<file path="config.mk">
export PLATFORM = sky130hd
export DESIGN_NAME = seq_shift_left
export DESIGN_NICKNAME = d
export VERILOG_FILES = /design/src/rtl/seq_shift_left.sv
export SDC_FILE = /design/constraint.sdc
export NUM_CORES = 1
export LEC_CHECK = 0
export ABC_CLOCK_PERIOD_IN_PS = 2020
export BUFFER_PORTS_ARGS = -buffer_cell sky130_fd_sc_hd__buf_2
export CORE_UTILIZATION = 40
export CTS_CLUSTER_SIZE = 14
export DETAILED_ROUTE_END_ITERATION = 8
export PLACE_DENSITY = 0.73
export SLEW_MARGIN = 20
export SYNTH_ARGS = -nofsm -noshare
export SYNTH_HDL_FRONTEND = slang
export SYNTH_SLANG_ARGS = --single-unit
</file>
<file path="constraint.sdc">
create_clock -name clk -period 2.02 [get_ports clk]
set_input_delay 0.202 -clock clk [delete_from_list [all_inputs] [get_ports clk]]
set_output_delay 0.202 -clock clk [all_outputs]
set_load 0.005 [all_outputs]
</file>
<file path="src/rtl/seq_shift_left.sv">
// rtl/seq_shift_left.sv - multi-cycle left shifter, one barrel stage per clock
// Optional rotate mode: define SHL_ROTATE_EN to add the rot input.
module seq_shift_left #(
    parameter int WIDTH = 8,
    localparam int SW = $clog2(WIDTH)
) (
    input  logic             clk,
    input  logic             rst,
    input  logic             start,
    input  logic [WIDTH-1:0] A,
    input  logic [SW-1:0]    B,
`ifdef SHL_ROTATE_EN
    input  logic             rot,
`endif
    output logic [WIDTH-1:0] res,
    output logic             carry,
    output logic             zero,
    output logic             busy,
    output logic             done
);

    localparam logic [1:0] S_IDLE  = 2'd0;
    localparam logic [1:0] S_SHIFT = 2'd1;
    localparam logic [1:0] S_DONE  = 2'd2;

    localparam logic [SW-1:0] K_LAST = SW'(SW - 1);

    logic [1:0]       state;
    logic [WIDTH-1:0] acc;
    logic [SW-1:0]    amt;
    logic [SW-1:0]    k;
    logic             c_acc;
`ifdef SHL_ROTATE_EN
    logic             rot_q;
`endif

    logic [WIDTH-1:0] shifted;
    logic [WIDTH-1:0] spill;
    logic [WIDTH-1:0] stage_val;

    // spill holds the bits leaving the MSB end; its LSB is the stage carry
    // and, in rotate mode, it refills the vacated LSBs.
    always_comb begin
        shifted   = acc << (1 << k);
        spill     = acc >> (WIDTH - (1 << k));
        stage_val = shifted;
`ifdef SHL_ROTATE_EN
        if (rot_q) begin
            stage_val = shifted | spill;
        end
`endif
    end

    always_ff @(posedge clk) begin
        if (rst) begin
            state <= S_IDLE;
            acc   <= '0;
            amt   <= '0;
            k     <= '0;
            c_acc <= 1'b0;
`ifdef SHL_ROTATE_EN
            rot_q <= 1'b0;
`endif
            res   <= '0;
            carry <= 1'b0;
            zero  <= 1'b0;
            busy  <= 1'b0;
            done  <= 1'b0;
        end else begin
            done <= 1'b0;
            case (state)
                S_IDLE: begin
                    // The done-pulse cycle is still closing the previous op.
                    if (start && !done) begin
                        acc   <= A;
                        amt   <= B;
                        k     <= '0;
                        c_acc <= 1'b0;
`ifdef SHL_ROTATE_EN
                        rot_q <= rot;
`endif
                        busy  <= 1'b1;
                        state <= S_SHIFT;
                    end
                end
                S_SHIFT: begin
                    if (amt[k]) begin
                        acc   <= stage_val;
                        c_acc <= spill[0];
                    end
                    k <= k + 1'b1;
                    if (k == K_LAST) begin
                        state <= S_DONE;
                    end
                end
                S_DONE: begin
                    res   <= acc;
                    carry <= c_acc;
                    zero  <= (acc == '0);
                    done  <= 1'b1;
                    busy  <= 1'b0;
                    k     <= '0;
                    state <= S_IDLE;
                end
                default: begin
                    state <= S_IDLE;
                    busy  <= 1'b0;
                end
            endcase
        end
    end

endmodule

</file>
==> flow_summary.json <==
{
  "status": "finished, violations left",
  "violations": "setup timing",
  "start_kind": "flop",
  "grt.overflow.total": 0,
  "worst_pin_slew_ns": 0.5479,
  "hold_ws_ns": 0.1592,
  "hold_viol": 0,
  "cts_buffers": 5,
  "regToRegSetupSlack_ns": -0.001,
  "num_vias": 1658,
  "critPathKind": "reg2reg",
  "wl_um": 4457,
  "syn_nets": 232,
  "place_congestion": 0.8880,
  "fp.dieW_um": 68.86,
  "drv_cap": 0,
  "core_area_um2": 4144,
  "cpMaxStageDelayCell": "mux4_2",
  "irDropWorstVdd_mv": 0.4092,
  "viasPerCell": 5.472,
  "p_per_area_nw_per_um2": 682.2,
  "cts_tree": "done",
  "dp_worst_setup_slack_ns": -0.1283,
  "fin_area_um2": 2331,
  "cp_slowest_stage_delay_ns": 0.52,
  "power.leakage_nw": 0.9414,
  "async_flop_share": 0,
  "synth_edf_count": 0,
  "area_growth_pct": 30.37,
  "placementRows": 23,
  "hold_class": "in2reg",
  "period_share": 1.001,
  "drtIter0Drc": 110,
  "period_needed_ns": 2.021,
  "yosysWarnings": 0,
  "end_kind": "flop",
  "clock_latency_ns": 0.28,
  "placed_cell_area_um2": 2073,
  "grt_pass1_wl_um": 6665,
  "worst-path-stages": 7,
  "clock_sinks": 29,
  "arrival_ns": 2.21,
  "netlist_area_um2": 1788,
  "antenna_cells": 0,
  "cp_common_cell": "ha_4",
  "power_mw": 1.590,
  "ios": 26,
  "holdPathStages": 3,
  "drc": 0,
  "r2r_cells": 7,
  "fin_ws_ns": -0.001021,
  "cp_max_fo": 4,
  "ys.flop_type": "dfxtp_1",
  "globalRouteTotalUtil": 0.1913,
  "grt_setup_unrepaired": "yes",
  "final-max-slew-violation-count": 0,
  "final-setup-viol-count": 1,
  "fin_skew_ns": 0.004839,
  "crit_chain": "buf_4 -> ha_4 -> or2b_1 -> ha_4 -> xnor2_2 -> mux4_2 -> o32ai_2",
  "max_slew_margin": 0.6348,
  "start_util": 0.4315,
  "nets": 275,
  "first_pass_iters": 4,
  "dieArea_um2": 4741,
  "dieHeight_um": 68.86,
  "synth_seq_area_share": 0.3247,
  "grt_max_degree": 31,
  "ant_nets": 0,
  "ys_types": 43,
  "clock_path_buffers": 2,
  "io_buffers": 25,
  "required_ns": 2.21,
  "ys_seq_elements": 29,
  "crit_family": "multiplexers",
  "path_buf_inv": 1,
  "root_buffer": "clkbuf_8",
  "path_clk_slew_ns": 0.06,
  "avgSynthCellArea_um2": 8.555,
  "htree_levels": 2,
  "drive_gt1_frac": 0.3399,
  "max_freq_mhz": 494.8,
  "grt_pass1_vias": 1428,
  "dp_hpwl_um": 3155,
  "antenna_found_initial": 0,
  "syn_inst": 209,
  "wire_per_inst_um": 14.71,
  "ctsHoldBuffers": 0
}
-- tightest hold or removal path: stages --
cell and delay [ns]:
buf_2 0.07, mux2i_1 0.05, nor2_1 0.07
-- where the power goes --
part | switching, mW | leakage [nW] | total, mW | internal (mW)
clock network | 0.219 | 0.0542 | 0.527 | 0.307
logic | 0.196 | 0.649 | 0.410 | 0.214
registers | 0.0494 | 0.238 | 0.653 | 0.604
total | 0.465 | 0.941 | 1.59 | 1.13
-- layer usage --
metal  track usage  up-vias  share of wire
met5             0        -              0
met4       0.07653        0          0.014
met3       0.05263        9          0.039
met2        0.3204       45           0.49
met1        0.2294      768           0.46
li1              -      836              -
-- Yosys cell counts (all sizes together), types with 2 or more instances --
cell / n / area [um2]
a211oi: 5 / 37.54
a22oi: 3 / 22.52
a311oi: 5 / 61.31
clkbuf: 9 / 33.78
inv: 7 / 26.28
ha: 9 / 112.6
o21ai: 3 / 15.01
a21oi: 19 / 95.09
dfxtp: 29 / 580.6
mux4: 2 / 45.04
o32ai: 3 / 26.28
nor2: 25 / 93.84
nand2: 30 / 112.6
buf: 8 / 56.30
nand2b: 5 / 31.28
nand3: 3 / 15.01
nor4b: 3 / 62.56
a221oi: 2 / 23.77
mux2i: 15 / 150.1
mux2: 2 / 22.52
nor3b: 2 / 20.02
o31ai: 2 / 15.01
nor4: 2 / 12.51
nor3: 4 / 20.02
o221ai: 2 / 17.52
-- cell families after synthesis --
logic type	after synthesis	synth area share
AND/OR/NAND/NOR	78	0.2211
AO/OA/AOI/OAI	49	0.1994
flip-flops	29	0.3247
buffers and inverters	24	0.06508
multiplexers	19	0.1218
adder cells (fa/ha/maj)	9	0.06298
XOR/XNOR	1	0.004899
-- area by class of cell --
| type | count | area (um2) |
|---|---|---|
| Multi-Input combinational cell | 156 | 1212 |
| Inverter | 7 | 26.28 |
| Tap cell | 50 | 62.56 |
| Timing Repair Buffer | 53 | 342.8 |
| Fill cell | 392 | 1813 |
| Sequential cell | 29 | 585.6 |
| Clock buffer | 7 | 96.34 |
| Clock inverter | 1 | 5.005 |
-- path summary, 6_finish.rpt --
kind	endpoint	startpoint
setup / recovery	c_acc	k[0]
hold / removal	amt[2]	B[2]
setup reg to reg	c_acc	k[0]
hold reg to reg	carry	carry
-- registers in the layout, indices dropped and copies added, names as in the netlist --
register  cells
carry         1
c_acc         1
zero          1
busy          1
k             3
amt           3
res           8
done          1
acc           8
state         2
-- cell usage in the layout, fill, tap and decap left out, types with 3 or more instances in the layout --
| cell | synthesis | final |
|---|---|---|
| ha_4 | 0 | 6 |
| a21oi_1 | 19 | 19 |
| nand3_1 | 3 | 3 |
| dfxtp_1 | 29 | 27 |
| ha_1 | 9 | 3 |
| nand2b_1 | 5 | 4 |
| nor3_1 | 4 | 3 |
| inv_1 | 7 | 5 |
| buf_4 | 0 | 26 |
| a22oi_1 | 3 | 3 |
| nand2_1 | 30 | 30 |
| a211oi_1 | 5 | 5 |
| clkbuf_8 | 0 | 7 |
| mux2i_1 | 15 | 15 |
| a311oi_1 | 4 | 4 |
| buf_2 | 3 | 25 |
| nor2_1 | 25 | 25 |
-- stage by stage --
| step | utilization | instances | TNS (ns) |
|---|---|---|---|
| after floorplan | - | 209 | 0 |
| after global placement | 0.5003 | 290 | -0.02977 |
| after detailed placement | 0.5003 | 290 | -0.1766 |
| after CTS | 0.5371 | 300 | -0.0005789 |
| after global routing | 0.5625 | 303 | -0.2141 |
| final | 0.5625 | 303 | -0.001021 |
-- repair_timing --
item | 4_1_cts | 5_1_grt
setup buffers | 2 | 3
pin swaps | 2 | 5
endpoints found under the setup margin | 3 | 5
resized for setup | 8 | 13
No activity file was read; power rests on OpenSTA's default activity.
